[config.mk]
export PLATFORM = sky130hd
export DESIGN_NAME = conv_frame_sched
export DESIGN_NICKNAME = d
export VERILOG_FILES = /design/src/rtl/conv_pkg.sv /design/src/rtl/conv_frame_sched_raster_cnt.sv /design/src/rtl/conv_frame_sched.sv
export SDC_FILE = /design/constraint.sdc
export NUM_CORES = 1
export LEC_CHECK = 0
export ABC_AREA = 1
export CORE_MARGIN = 1
export CORE_UTILIZATION = 55
export DETAILED_ROUTE_END_ITERATION = 10
export GPL_TIMING_DRIVEN = 0
export PLACE_DENSITY = 0.83
export SETUP_SLACK_MARGIN = 0.05
export SKIP_CTS_REPAIR_TIMING = 1
export SKIP_LAST_GASP = 1
export SYNTH_ARGS = -nofsm -noshare
export SYNTH_HDL_FRONTEND = slang
export SYNTH_SLANG_ARGS = --single-unit
[constraint.sdc]
create_clock -name i_clk -period 1.55 [get_ports i_clk]
set_input_delay 0.3875 -clock i_clk [delete_from_list [all_inputs] [get_ports i_clk]]
set_output_delay 0.3875 -clock i_clk [all_outputs]
set_load 0.005 [all_outputs]
[src/rtl/conv_pkg.sv]
// Shared constants and types for the conv stage schedulers.
//   IMG_W / IMG_H      default input frame size in pixels
//   KERNEL             square conv kernel size
//   NUM_CONV_FILTERS   number of parallel conv filters in the datapath
//   DRAIN_CYCLES       MACC/pool pipeline depth flushed after the last pixel
//   sched_state_t      frame scheduler state encoding
package conv_pkg;

  localparam int IMG_W            = 32;
  localparam int IMG_H            = 32;
  localparam int KERNEL           = 5;
  localparam int NUM_CONV_FILTERS = 6;
  localparam int DRAIN_CYCLES     = 4;

  typedef enum logic [1:0] {IDLE, RUN, DRAIN, DONE} sched_state_t;

endpackage

[src/rtl/conv_frame_sched_raster_cnt.sv]
// raster_cnt: raster-order col/row position counter.
//   i_clk, i_rst      clock, async active-low reset
//   i_en              advance one pixel (col first, then row)
//   i_clr             synchronous clear to (0,0); wins over i_en
//   o_col, o_row      current position
//   o_col_wrap        col is at IMG_W-1 (next advance starts a new row)
//   o_frame_end       position is the final pixel of the frame
// The counter wraps back to (0,0) after the final pixel.
module raster_cnt #(
  parameter int IMG_W = 32,
  parameter int IMG_H = 32
) (
  input  logic                     i_clk,
  input  logic                     i_rst,
  input  logic                     i_en,
  input  logic                     i_clr,
  output logic [$clog2(IMG_W)-1:0] o_col,
  output logic [$clog2(IMG_H)-1:0] o_row,
  output logic                     o_col_wrap,
  output logic                     o_frame_end
);
  import conv_pkg::*;

  localparam int CW = $clog2(IMG_W);
  localparam int RW = $clog2(IMG_H);
  localparam logic [CW-1:0] COL_LAST = CW'(IMG_W - 1);
  localparam logic [RW-1:0] ROW_LAST = RW'(IMG_H - 1);

  logic [CW-1:0] col_q, col_d;
  logic [RW-1:0] row_q, row_d;

  assign o_col_wrap  = (col_q == COL_LAST);
  assign o_frame_end = o_col_wrap && (row_q == ROW_LAST);
  assign o_col       = col_q;
  assign o_row       = row_q;

  always_comb begin
    col_d = col_q;
    row_d = row_q;
    if (i_clr) begin
      col_d = '0;
      row_d = '0;
    end else if (i_en) begin
      if (o_col_wrap) begin
        col_d = '0;
        row_d = (row_q == ROW_LAST) ? '0 : row_q + 1'b1;
      end else begin
        col_d = col_q + 1'b1;
      end
    end
  end

  always_ff @(posedge i_clk or negedge i_rst) begin
    if (!i_rst) begin
      col_q <= '0;
      row_q <= '0;
    end else begin
      col_q <= col_d;
      row_q <= row_d;
    end
  end

endmodule

[src/rtl/conv_frame_sched.sv]
// conv_frame_sched: pops one frame from the input feature FWFT in raster
// order, flags pixels that complete a KERNEL x KERNEL window for the conv
// MACCs, then drains the MACC pipeline and pulses frame completion.
//   i_clk, i_rst        clock, async active-low reset
//   i_start             begin a frame (honoured in IDLE only)
//   i_abort             synchronous abort back to IDLE, highest priority
//   i_feature_valid     FWFT output holds a pixel
//   o_rd_en             FWFT pop; accept = i_feature_valid && o_rd_en
//   o_macc_en           registered: previous accept completed a window
//   o_out_row/o_out_col output-map coordinate of that window
//   o_last_feature      registered: previous accept was the final pixel
//   o_frame_done        drain finished, downstream results final
//   o_busy              any state other than IDLE
//
//   state | meaning
//   IDLE  | waiting for i_start, counters clear
//   RUN   | popping pixels, tracking row/col
//   DRAIN | final MACC cycle, then DRAIN_CYCLES pipeline flush cycles
//   DONE  | single cycle; o_frame_done follows it
module conv_frame_sched #(
  parameter int IMG_W        = conv_pkg::IMG_W,
  parameter int IMG_H        = conv_pkg::IMG_H,
  parameter int KERNEL       = conv_pkg::KERNEL,
  parameter int DRAIN_CYCLES = conv_pkg::DRAIN_CYCLES
) (
  input  logic                     i_clk,
  input  logic                     i_rst,
  input  logic                     i_start,
  input  logic                     i_abort,
  input  logic                     i_feature_valid,
  output logic                     o_rd_en,
  output logic                     o_macc_en,
  output logic [$clog2(IMG_H)-1:0] o_out_row,
  output logic [$clog2(IMG_W)-1:0] o_out_col,
  output logic                     o_last_feature,
  output logic                     o_frame_done,
  output logic                     o_busy
);
  import conv_pkg::*;

  localparam int RW = $clog2(IMG_H);
  localparam int CW = $clog2(IMG_W);
  localparam int DW = $clog2(DRAIN_CYCLES + 1);
  localparam logic [RW-1:0] ROW_OFF    = RW'(KERNEL - 1);
  localparam logic [CW-1:0] COL_OFF    = CW'(KERNEL - 1);
  localparam logic [DW-1:0] DRAIN_LAST = DW'(DRAIN_CYCLES - 1);

  sched_state_t  state_q, state_d;
  logic [DW-1:0] drain_cnt_q, drain_cnt_d;
  logic          macc_en_q, macc_en_d;
  logic [RW-1:0] out_row_q, out_row_d;
  logic [CW-1:0] out_col_q, out_col_d;
  logic          last_feature_q, last_feature_d;
  logic          frame_done_q, frame_done_d;

  logic          accept, cnt_en;
  logic [CW-1:0] col;
  logic [RW-1:0] row;
  logic          col_wrap, frame_end;
  logic          unused_col_wrap;

  assign o_rd_en         = (state_q == RUN);
  assign o_busy          = (state_q != IDLE);
  assign accept          = i_feature_valid && o_rd_en;
  // A pixel popped in the abort cycle leaves the FIFO but is not counted.
  assign cnt_en          = accept && !i_abort;
  assign unused_col_wrap = col_wrap;

  raster_cnt #(.IMG_W(IMG_W), .IMG_H(IMG_H)) u_raster (
    .i_clk       (i_clk),
    .i_rst       (i_rst),
    .i_en        (cnt_en),
    .i_clr       (i_abort),
    .o_col       (col),
    .o_row       (row),
    .o_col_wrap  (col_wrap),
    .o_frame_end (frame_end)
  );

  always_ff @(posedge i_clk or negedge i_rst) begin
    if (!i_rst) begin
      state_q        <= IDLE;
      drain_cnt_q    <= '0;
      macc_en_q      <= 1'b0;
      out_row_q      <= '0;
      out_col_q      <= '0;
      last_feature_q <= 1'b0;
      frame_done_q   <= 1'b0;
    end else begin
      state_q        <= state_d;
      drain_cnt_q    <= drain_cnt_d;
      macc_en_q      <= macc_en_d;
      out_row_q      <= out_row_d;
      out_col_q      <= out_col_d;
      last_feature_q <= last_feature_d;
      frame_done_q   <= frame_done_d;
    end
  end

  // The first DRAIN cycle carries the final o_macc_en (last_feature_q high);
  // the flush count only starts after it.
  always_comb begin
    state_d = state_q;
    if (i_abort) begin
      state_d = IDLE;
    end else begin
      unique case (state_q)
        IDLE:    if (i_start) state_d = RUN;
        RUN:     if (cnt_en && frame_end) state_d = DRAIN;
        DRAIN:   if (!last_feature_q && drain_cnt_q == DRAIN_LAST) state_d = DONE;
        DONE:    state_d = IDLE;
        default: state_d = IDLE;
      endcase
    end
  end

  always_comb begin
    drain_cnt_d    = '0;
    macc_en_d      = 1'b0;
    out_row_d      = out_row_q;
    out_col_d      = out_col_q;
    last_feature_d = 1'b0;
    frame_done_d   = 1'b0;
    if (i_abort) begin
      out_row_d = '0;
      out_col_d = '0;
    end else begin
      if (cnt_en && row >= ROW_OFF && col >= COL_OFF) begin
        macc_en_d = 1'b1;
        out_row_d = row - ROW_OFF;
        out_col_d = col - COL_OFF;
      end
      last_feature_d = cnt_en && frame_end;
      frame_done_d   = (state_q == DONE);
      if (state_q == DRAIN && !last_feature_q && drain_cnt_q != DRAIN_LAST)
        drain_cnt_d = drain_cnt_q + 1'b1;
    end
  end

  assign o_macc_en      = macc_en_q;
  assign o_out_row      = out_row_q;
  assign o_out_col      = out_col_q;
  assign o_last_feature = last_feature_q;
  assign o_frame_done   = frame_done_q;

endmodule

# ---- After elaboration in Yosys (flattened, before gate mapping)
# Cells that the tools add are included.
dict set report totals {
  regBits 28
  input_bits 5
  word_cells 66
}
dict set report op_classes {
  add_sub_neg 5
  magnitude_cmp 2
  eq_ne 10
  n_mux 22
  reduce_logical 18
}
# op count
set ops {}
lappend ops {{$mux 5} 11}
lappend ops {{$add 5x1->5 const B} 2}
lappend ops {{$eq 5x5->1 const B} 2}
lappend ops {{$ge 5x3->1 const B} 2}
lappend ops {{$sub 5x3->5 const B} 2}
lappend ops {{$logic_and 1x1->1} 9}
lappend ops {{$mux 2} 4}
lappend ops {{$pmux 2 s4} 1}
lappend ops {{$reduce_bool 2->1} 4}
lappend ops {{$mux 3} 2}
lappend ops {{$ne 3x2->1 const B} 2}
lappend ops {{$ne 3x3->1 const B} 2}
lappend ops {{$eq 2x2->1 const B} 2}
lappend ops {{$mux 1} 4}
lappend ops {{$add 3x1->3 const B} 1}
lappend ops {{$eq 3x2->1 const B} 1}
lappend ops {{$reduce_and 3->1} 1}
lappend ops {{$eq 2x1->1 const B} 1}
lappend ops {{$logic_not 1->1} 2}
lappend ops {{$logic_not 2->1} 1}
lappend ops {{$reduce_and 2->1} 1}

# ---- Depth between registers and ports, before layout
dict set report depth {
  ltp_word 7
  ltp_mapped 9
}

# ---- Modules after synthesis
# From an unflattened synthesis, not the netlist that was laid out.
dict set report hier_totals {
  hier_cells 186
  area_unflattened_um2 1564.0
}
# mod n_inst cells_each area_per_inst_um2 seq_area_each_um2
set modules_own_cells {}
lappend modules_own_cells {conv_frame_sched 1 117 1013.5 450.4}
lappend modules_own_cells {raster_cnt 1 69 550.5 250.2}

# ---- Worst setup path before layout
# Ideal clock, no wire load.
dict set report synth_timing {
  kind {register to register}
  startpoint {register u_raster.col_q[0], in the netlist u_raster.o_col[0]}
  endpoint {register u_raster.row_q[3], in the netlist u_raster.o_row[3]}
  setup_time_ns 0.119
  arrival_ns 1.297
  setup_slack_ns 0.134
  stages_incl_launch_ff 10
  path_buffers 0
  period_less_slack_ns 1.416
  cell_sequence {dfrtp_1 -> ha_1 -> nand2_1 -> inv_1 -> ha_1 -> inv_2 -> o21ai_4 -> o21ai_0 -> nand2_1 -> nor2_1}
}
dict set report synth_via {
  elab_chain_len 3
}
# item line_no
set synth_rtl {}
lappend synth_rtl {{from (decl)} conv_frame_sched_raster_cnt.sv:29} ;# logic [CW-1:0] col_q, col_d;
lappend synth_rtl {{from (signal assigned)} conv_frame_sched_raster_cnt.sv:58} ;# col_q <= col_d;
lappend synth_rtl {{$eq 5x5->1} conv_frame_sched_raster_cnt.sv:32} ;# assign o_col_wrap = (col_q == COL_LAST);
lappend synth_rtl {{$reduce_bool 2->1 (no line)} n/a}
lappend synth_rtl {{$reduce_and 2->1 (no line)} n/a}
lappend synth_rtl {{to (signal assigned)} conv_frame_sched_raster_cnt.sv:59} ;# row_q <= row_d;
lappend synth_rtl {{to (decl)} conv_frame_sched_raster_cnt.sv:30} ;# logic [RW-1:0] row_q, row_d;
# Every way passes these cells.
# A chain may end at the register's enable or synchronous reset.

# ---- Worst setup path in the final report
dict set report layout_timing {
  startpoint {register state_q[0]}
  endpoint {output port o_busy}
}
dict set report layout_via {
  elab_chain_len 1
}
# item line_no
set layout_rtl {}
lappend layout_rtl {{from (decl)} conv_frame_sched.sv:48} ;# sched_state_t state_q, state_d;
lappend layout_rtl {{from (signal assigned)} conv_frame_sched.sv:90} ;# state_q <= state_d;
lappend layout_rtl {{$reduce_bool 2->1} conv_frame_sched.sv:63} ;# assign o_busy = (state_q != IDLE);
lappend layout_rtl {{to (decl)} conv_frame_sched.sv:37} ;# output logic o_busy
# Every way passes these cells.

==> results.txt <==
- Final clock skew: 0.02537 ns
- Fin. max-slew vios: 0
* Post-route clock period utilization: 107.8%
* Reg clk slew, reported paths: 0.18 ns
- Final setup margin: -0.1214 ns
- The clock drives 28 sinks.
* Maximum number of pins on one net before global-route repair: 29
- R2R setup slack: 0.02 ns
- Mapped Nets: 203
- Unique cell type count in the Yosys netlist: 22
- During I/O placement, the number of pins put on the boundary was 20.
- The number of global-route vias before repair came to 1,291.
* Final setup violation count: 2
- Placeable core area: 2758 um^2
- Wire length per cell: 18.02 um
- The floorplan has 19 rows.
- In this design, the largest share of critical-path delay is due to flip-flops.
- Global-route wire length before repair: 5540 um
- The most used flip-flop cell after synthesis is dfrtp_1.
- Kind of path behind the tightest hold check: input port to asynchronous set/reset pin
- Total track usage: 22.65%
- The worst register-to-register path begins at u_raster.o_col[1]$_DFFE_PN0P_.
- Total Power: 2.062 mW
* Buffer depth of the longest clock path: 2
- Slew @ Worst Pin: 0.6342 ns
- The die is 56.05 um wide.
- Synthesized area: 1607 um^2
- Share of synthesized area occupied by flip-flops and latches: 43.61%
* Max stage delay on crit path: 0.49 ns
* Slew headroom: 57.72%
* Post-route DRC violation count: 0
- Clock tree synthesis inserted a total of 3 buffers.
- Drt first pass iters: 4
- The top cell type by area accounts for 43.61% of the synthesized area.
* Ratio of cells with drive above 1 in the final layout: 32.16%
* Number of nets in the layout: 251
- Via count of the routed design: 1,531
- In the post-synthesis netlist, the cell with the most instances is nand2_1.
* Final total negative setup slack: -0.2314 ns
* Unrepaired setup endpoints after global routing: true
- Category of the worst setup path launch point: flip-flop
- Max cap viols: 0
- In the synthesized netlist, the number of instances is 180.
* Total congestion overflow: 0
- The detailed router finished its first iteration with 44 violations.
- In the synthesized netlist, the cells that appear most often are 31 x nand2_1, 28 x dfrtp_1, 27 x inv_1, 18 x ha_1, 18 x nand3_1.
* Reg area: 708.2 um^2
* Worst path cell trace: inv_2 > ha_4 > inv_1 > dlymetal6s2s_1
- Source-to-sink clock delay at the later pin of the worst-skew pair: 0.37 ns
- Remaining antenna violation count: 0
- Critical Path Slowest Stage Cell: dfrtp_2
* Async set or reset register ratio after synthesis: 100.0%
- After synthesis the netlist holds a flip-flop and latch count of 28.
- The worst setup path is of the flip-flop to output port kind.
* Filler cell count: 168
* YS warnings: 0
- Critical Path Sink Type: output port
* IO buf count: 18
* Fin crit period: 1.671 ns
* Largest cells by area after synthesis: dfrtp_1 44%, ha_1 14%, nand2_1 7.2%
* Pwr/cell area: 919.4 nW/um^2
- Number of antenna violations at the first check in global routing: 0
- CTS tree: built
* Highest Clock Rate: 598.3 MHz
* Final Hold Fails: 0
- Routability-driven placement finished with a final weighted congestion of 0.8869.
* Via/cell ratio: 5.934
- WP data required: 1.16 ns
* Cell accounting for the most synthesized area: dfrtp_1
* Crit path max fanout: 5
- Root buf cell: clkbuf_4
- Worst flop-to-flop path endpoint: u_raster.o_row[0]$_DFFE_PN0P_
* Outcome: finished, violations left
- Maximum level of the CTS H-tree: 1
* Detailed-route wire length: 4648 um
* Die Area: 3141 um^2
* Number of buffer and inverter stages on the critical path: 3
- The repair_antennas step left the layout with diodes totalling 0.
* Die height: 56.05 um
* Detailed placer's ending HPWL: 2434 um
- Failing checks: negative setup slack
- Worst R2R Path Depth: 8
* Synthesis-to-layout area growth: 39.64%
- Maximum vdd drop: 1.003 mV
- LEAKAGE: 1.372 nW
- Once the floorplan was initialized, standard cells occupied 58.26% of the core.
- Dividing the synthesized area by the synthesized cell count gives 8.925 um^2.
- Crit path arrival time: 1.28 ns
- Counting flops with a built-in enable in the synthesized netlist gives 0.
- The multi-input combinational cells in the finished layout cover a total of 879.6 um^2.
logic make-up (layout without fill, tap and decap cells):
group | after synthesis | in the layout | share of synthesized area [%]
and+or+nand+nor | 83 | 83 | 25.23
buffers and inverters | 35 | 82 | 10.28
DFF | 28 | 28 | 43.61
adders and majority gates | 18 | 18 | 14.02
AOI/OAI and AO/OA | 12 | 12 | 4.673
xor gates and xnor gates | 4 | 4 | 2.180
worst register-to-register path, cell delays in order, from the launching register on:
cell	delay [ns]
dfrtp_2	0.45
ha_4	0.17
nand2_2	0.05
inv_2	0.06
ha_4	0.17
inv_4	0.05
o21ai_4	0.21
nand4_1	0.15
o21ai_0	0.12
placed cells by master, fill, tap and decap left out, types with 3 or more instances in the layout:
cell	count
buf_2	3
nor2_1	13
dfrtp_1	22
nand2_1	27
nand2_2	3
dfrtp_2	6
ha_4	6
ha_1	10
buf_6	4
inv_2	6
inv_1	21
buf_4	25
clkbuf_4	3
nand3_1	15
nand3_2	4
o21ai_0	6
nand4_1	15
xor2_1	4
dlymetal6s2s_1	14
layer usage:
metal / vias up / routed length [um] / global-route usage [%]
met5: - / 0 / 0
met4: 0 / 210 / 11.50
met3: 28 / 272 / 2.558
met2: 75 / 2547 / 42.01
met1: 748 / 1618 / 25.26
li1: 680 / - / -
per-stage QoR:
step           hold WS, ns  setup slack (ns)  util (%)  instance area [um^2]  instances
3_5_place_dp        0.4296           -0.3360     66.20                  1826        229
6_report           0.01333           -0.1214     81.35                  2243        258
3_3_place_gp        0.4199           -0.2850     66.20                  1826        229
4_1_cts             0.2653           -0.5311     68.10                  1878        233
5_1_grt            0.06330           -0.1482     81.35                  2243        258
2_1_floorplan      0.09191            0.1337         -                  1607        180
registers in the layout, summed over array words and instances (netlist names):
name	cells
u_raster.o_col	5
o_out_col	5
o_out_row	5
o_last_feature	1
o_macc_en	1
o_frame_done	1
drain_cnt_q	3
u_raster.o_row	5
state_q	2
report_power, final:
group          internal (mW)  switching, mW
registers              0.784         0.0708
logic                  0.321          0.379
clock network          0.262          0.246
cell type report:
type,count,area share (%)
multi-input combinational,117,39.21
inverter,29,5.187
timing repair buffer,43,17.57
clock inverter,1,1.339
sequential,28,31.57
buffer,6,2.398
clock buffer,3,1.004
tap,31,1.729
how the worst max path moves through the flow:
stage	start	end	slack [ns]	cells after the start
after floorplan	u_raster.o_col[0]$_DFFE_PN0P_	u_raster.o_row[3]$_DFFE_PN0P_	0.13	9
after global placement	i_rst	u_raster.o_col[3]$_DFFE_PN0P_	-0.28	1
after detailed placement	i_rst	state_q[0]$_DFFE_PN0P_	-0.34	1
after CTS	state_q[0]$_DFFE_PN0P_	o_busy	-0.53	4
after global routing	state_q[0]$_DFFE_PN0P_	o_busy	-0.15	4
final	state_q[0]$_DFFE_PN0P_	o_busy	-0.12	4
Note: power is estimated with default switching activity, not from simulation.
==> patch 1: new RTL, same flow settings <==
The output `o_macc_en` loses its register stage (`macc_en_q` becomes a continuous assignment).
--- a/src/rtl/conv_frame_sched.sv
+++ b/src/rtl/conv_frame_sched.sv
@@ -83,3 +83,2 @@
       drain_cnt_q    <= '0;
-      macc_en_q      <= 1'b0;
       out_row_q      <= '0;
@@ -91,3 +90,2 @@
       drain_cnt_q    <= drain_cnt_d;
-      macc_en_q      <= macc_en_d;
       out_row_q      <= out_row_d;
@@ -98,2 +96,4 @@
   end
+
+  assign macc_en_q = macc_en_d;
 
Formal check against the unedited RTL: same outputs for any inputs over 10 cycles, from zero or initial values and one cycle with i_rst low; that may be too few to reach the edited logic, so the function may still have changed.
==> patch 1 against the unedited design <==
- the flow still finishes with violations (setup timing)
- critical path type unchanged
- sequential cell count decreased by 1
- highest routed layer unchanged
- design area decreased by 5.0%
- sequential power decreased by 4.2%
- largest cell class unchanged
- setup slack got worse by 360 ps
- wire length decreased by 21%
- sequential share of layout area increased by 0.20 points
- synthesized area about the same
- power decreased by 13%
- largest power group unchanged
==> patch 1: results (changes against the unedited design) <==
slew_headroom_pct: 20.4  # -37 points
p_sw_share_pct: 35.0  # +1.3 points
postPlaceCellArea_sq_mm: 0.00184  # +0.75%
skew_ps: 5.85  # -19.5 ps
portBuffers: 18  # unchanged
grt_start_max_net_pins: 28  # -3.4%
via_count: 1339  # -13%
fillers: 180  # +7.1%
vias_per_cell: 5.31  # -10%
synth_common_cells: "32 x nand2_1, 27 x dfrtp_1, 24 x inv_1"
cts-buffers-inserted: 3  # unchanged
dp.cells: 226  # -1.3%
grt_pass1_wl_um: 5050  # -8.8%
wl_per_cell_um: 14.5  # -19%
final_nets: 245  # -2.4%
cts.clk_slew.worst_paths_ps: 140  # -40 ps
first_global_vias: 1217  # -5.7%
p_leak_uw: 0.00129  # -5.8%
r2r_setup_slack_ps: -90  # -110 ps
dpl.hpwl_um: 2180  # -10%
clk_latency_ps: 320  # -50 ps
synthCells: 177  # -1.7%
fin_ws_ps: -477  # -356 ps
ys_seq_area_share_pct: 42.0  # -1.6 points
hp-class: "in2async"
finalSetupViolations: 11  # +9
syn-num-nets: 200  # -1.5%
status: "finished, violations left"
crit_arrival_ps: 1640  # +360 ps
routabilityCongestion: 0.858  # -3.3%
drive_gt1_share_pct: 29.4  # -2.7 points
synth_cell_type_count: 21  # -4.5%
fin_tns_setup_ps: -919  # -687 ps
cts-root-buf: "clkbuf_4"
violations: "setup timing"
track_usage_pct: 20.1  # -2.5 points
peakVddDrop_mv: 0.875  # -13%
synth.area.top_cells: "dfrtp_1 42%, ha_1 14%, nand2_1 7.5%"
drt_iter0_markers: 38  # -14%
==> patch 1: changes by cell type after synthesis, sizes merged <==
cell,unedited run,this run
inv,29,26
nand2,32,34
nand3,20,22
nand4,15,13
a22o,1,0
dfrtp,28,27
nor2,14,15
o21ai,9,8
==> patch 1: layout make-up <==
cell class	count	area [sq um]	share of cell area (%)
plain buffers	6	51.3	2.41
clock buffers	4	26.3	1.23
inverters	26	97.6	4.58
multi-input cells	118	870	40.8
flip-flops and latches	27	677	31.8
well taps	31	38.8	1.82
repair buffers	40	370	17.4
==> patch 1: critical path, cell delays in order, from the launching register on <==
cell and delay [ps]:
dfrtp_1 450, inv_1 80, ha_1 190, nand2_1 80
nand3_1 160, nand3_4 130, buf_8 100, inv_2 30
clkbuf_2 90
==> patch 1: power groups by stage <==
stage / Combinational [uW] / Sequential [uW] / Clock (uW)
floorplan: 350 / 812 / 0
global placement: 486 / 823 / 0
detailed placement: 514 / 825 / 0
CTS: 519 / 811 / 316
global route: 760 / 823 / 348
finish: 670 / 818 / 299
==> patch 1: worst paths after layout <==
check                                                    from                       end  cells after the start
worst min-delay path                                    i_rst  o_out_row[4]$_DFFE_PN0P_                      1
min in group i_clk                                    i_abort    o_frame_done$_DFF_PN0_                      2
max in group asynchronous                               i_rst    state_q[0]$_DFFE_PN0P_                      1
worst min register to register       drain_cnt_q[0]$_DFF_PN0_  drain_cnt_q[0]$_DFF_PN0_                      1
worst max register to register  u_raster.o_row[1]$_DFFE_PN0P_    state_q[0]$_DFFE_PN0P_                     10
worst max-delay path            u_raster.o_col[3]$_DFFE_PN0P_                 o_macc_en                      8
==> patch 1: metrics by stage <==
| stage | hold slack [ps] | worst slack (ps) |
|---|---|---|
| after detailed placement | 435 | -804 |
| after floorplan | 91.9 | 46.7 |
| after global routing | 267 | -584 |
| final | 287 | -477 |
| after CTS | 258 | -917 |
| after global placement | 422 | -779 |
==> patch 1: logic make-up after synthesis <==
family	synth area share, %
and+or+nand+nor	29.2
xor gates and xnor gates	2.18
AOI/OAI and AO/OA	3.58
buffers and inverters	9.03
DFF	42.0
adders and majority gates	14.0
==> patch 1: metal layers <==
| metal | global-route usage, % | wire, um |
|---|---|---|
| met1 | 22.3 | 1400 |
| met2 | 38.1 | 2070 |
| met3 | 3.02 | 130 |
| met4 | 7.67 | 55 |
| met5 | 0 | 0 |
==> patch 2: new RTL, same settings <==
Without the edit above. `IMG_H` is set to 32 in 2 places; all go to 64.
--- a/src/rtl/conv_pkg.sv
+++ b/src/rtl/conv_pkg.sv
@@ -9,3 +9,3 @@
   localparam int IMG_W            = 32;
-  localparam int IMG_H            = 32;
+  localparam int IMG_H            = 64;
   localparam int KERNEL           = 5;
--- a/src/rtl/conv_frame_sched_raster_cnt.sv
+++ b/src/rtl/conv_frame_sched_raster_cnt.sv
@@ -10,3 +10,3 @@
   parameter int IMG_W = 32,
-  parameter int IMG_H = 32
+  parameter int IMG_H = 64
 ) (
Interface: changed (resized o_out_row); port bits go from 20 to 21. The function was not compared with the original's and may differ.
==> patch 2 against the unedited design <==
- the run ends with DRC, setup timing left
- power decreased by 6.2%
- register-to-register slack got worse by 40 ps
- synthesized area up 3.6%
- wire length fell by 11%
- setup slack better by 78 ps
- critical endpoint unchanged
- design area is 4.9% higher
- sequential cell count rose by 2
- via count is 0.72% lower
==> patch 2: results (changes against the unedited design) <==
final_nets: 274  # +9.2%
fin_ws_ps: -43.0  # +78.3 ps
pre_cts_ws_ps: -412  # -76.2 ps
peakVddDrop_mv: 0.866  # -14%
synthXorXnorAreaFrac_pct: 1.05  # -1.1 points
portBuffers: 20  # +2
grt.met3_usage_pct: 6.35  # +3.8 points
fillers: 155  # -7.7%
cts-buffers-inserted: 5  # +2
cts_max_level: 2  # +1
ys_seq_area_share_pct: 45.1  # +1.5 points
endpoint: "o_busy"
violations: "DRC, setup timing"
grt_pass1_wl_um: 5310  # -4.1%
routed_wirelength_um: 4130  # -11%
dp.cells: 247  # +7.9%
syn_avg_cell_area_sq_um: 8.49  # -4.9%
p_leak_uw: 0.00145  # +5.4%
synthAdderAreaFrac_pct: 12.8  # -1.2 points
postPlaceCellArea_sq_mm: 0.00190  # +4.2%
clk_latency_ps: 340  # -30 ps
r2r-end: "u_raster.o_row[2]$_DFFE_PN0P_"
dpl.hpwl_um: 2300  # -5.6%
synth_cell_type_count: 26  # +18%
dr.pass1.iters: 7  # +3
r2r_setup_slack_ps: -20  # -40 ps
drive_gt1_share_pct: 35.6  # +3.4 points
drc: 8  # +8
vias_per_cell: 5.35  # -9.8%
synth_compound_area_share_pct: 5.19  # +0.52 points
skew_ps: 13.9  # -11.5 ps
via_count: 1520  # -0.72%
syn-num-nets: 218  # +7.4%
drt_iter0_markers: 65  # +48%
track_usage_pct: 21.6  # -1.0 points
routabilityCongestion: 0.825  # -7.0%
grtUsageMet2_pct: 38.2  # -3.9 points
finalSetupViolations: 3  # +1
cts.clk_slew.worst_paths_ps: 100  # -80 ps
crit_arrival_ps: 1210  # -70 ps
slew_headroom_pct: 56.5  # -1.3 points
powerDensity_mw_per_mm2: 822  # -11%
synth.area.top_cells: "dfrtp_1 45%, ha_1 13%, nand2_1 11%"
status: "finished, violations left"
fin_tns_setup_ps: -72.9  # +159 ps
patch 2: cell types whose count changed in the layout (fill, tap and decap cells not counted), sizes merged, moves of 5 or more:
cell,before,now
nand3,20,25
nand4,15,5
nand2,32,52
clkbuf,4,9
patch 2: power by group:
| part | internal, uW | leakage [uW] | switching [uW] |
|---|---|---|---|
| Sequential | 830 | 0.000414 | 57.1 |
| Clock | 219 | 0.0000353 | 264 |
| Combinational | 266 | 0.000997 | 299 |
| Total | 1320 | 0.00145 | 620 |
patch 2: area by class of cell:
class | count | share of cell area (%)
Sequential cell | 30 | 32.0
Inverter | 31 | 5.26
Clock inverter | 1 | 0.213
Timing Repair Buffer | 49 | 19.4
Buffer | 4 | 1.65
Multi-Input combinational cell | 131 | 37.5
Clock buffer | 7 | 2.34
Tap cell | 31 | 1.65
patch 2: metal layers:
| metal | share of wire (%) | wire [um] |
|---|---|---|
| met5 | 0 | 0 |
| met1 | 37 | 1540 |
| met3 | 5.2 | 216 |
| met2 | 56 | 2310 |
| met4 | 1.4 | 57 |
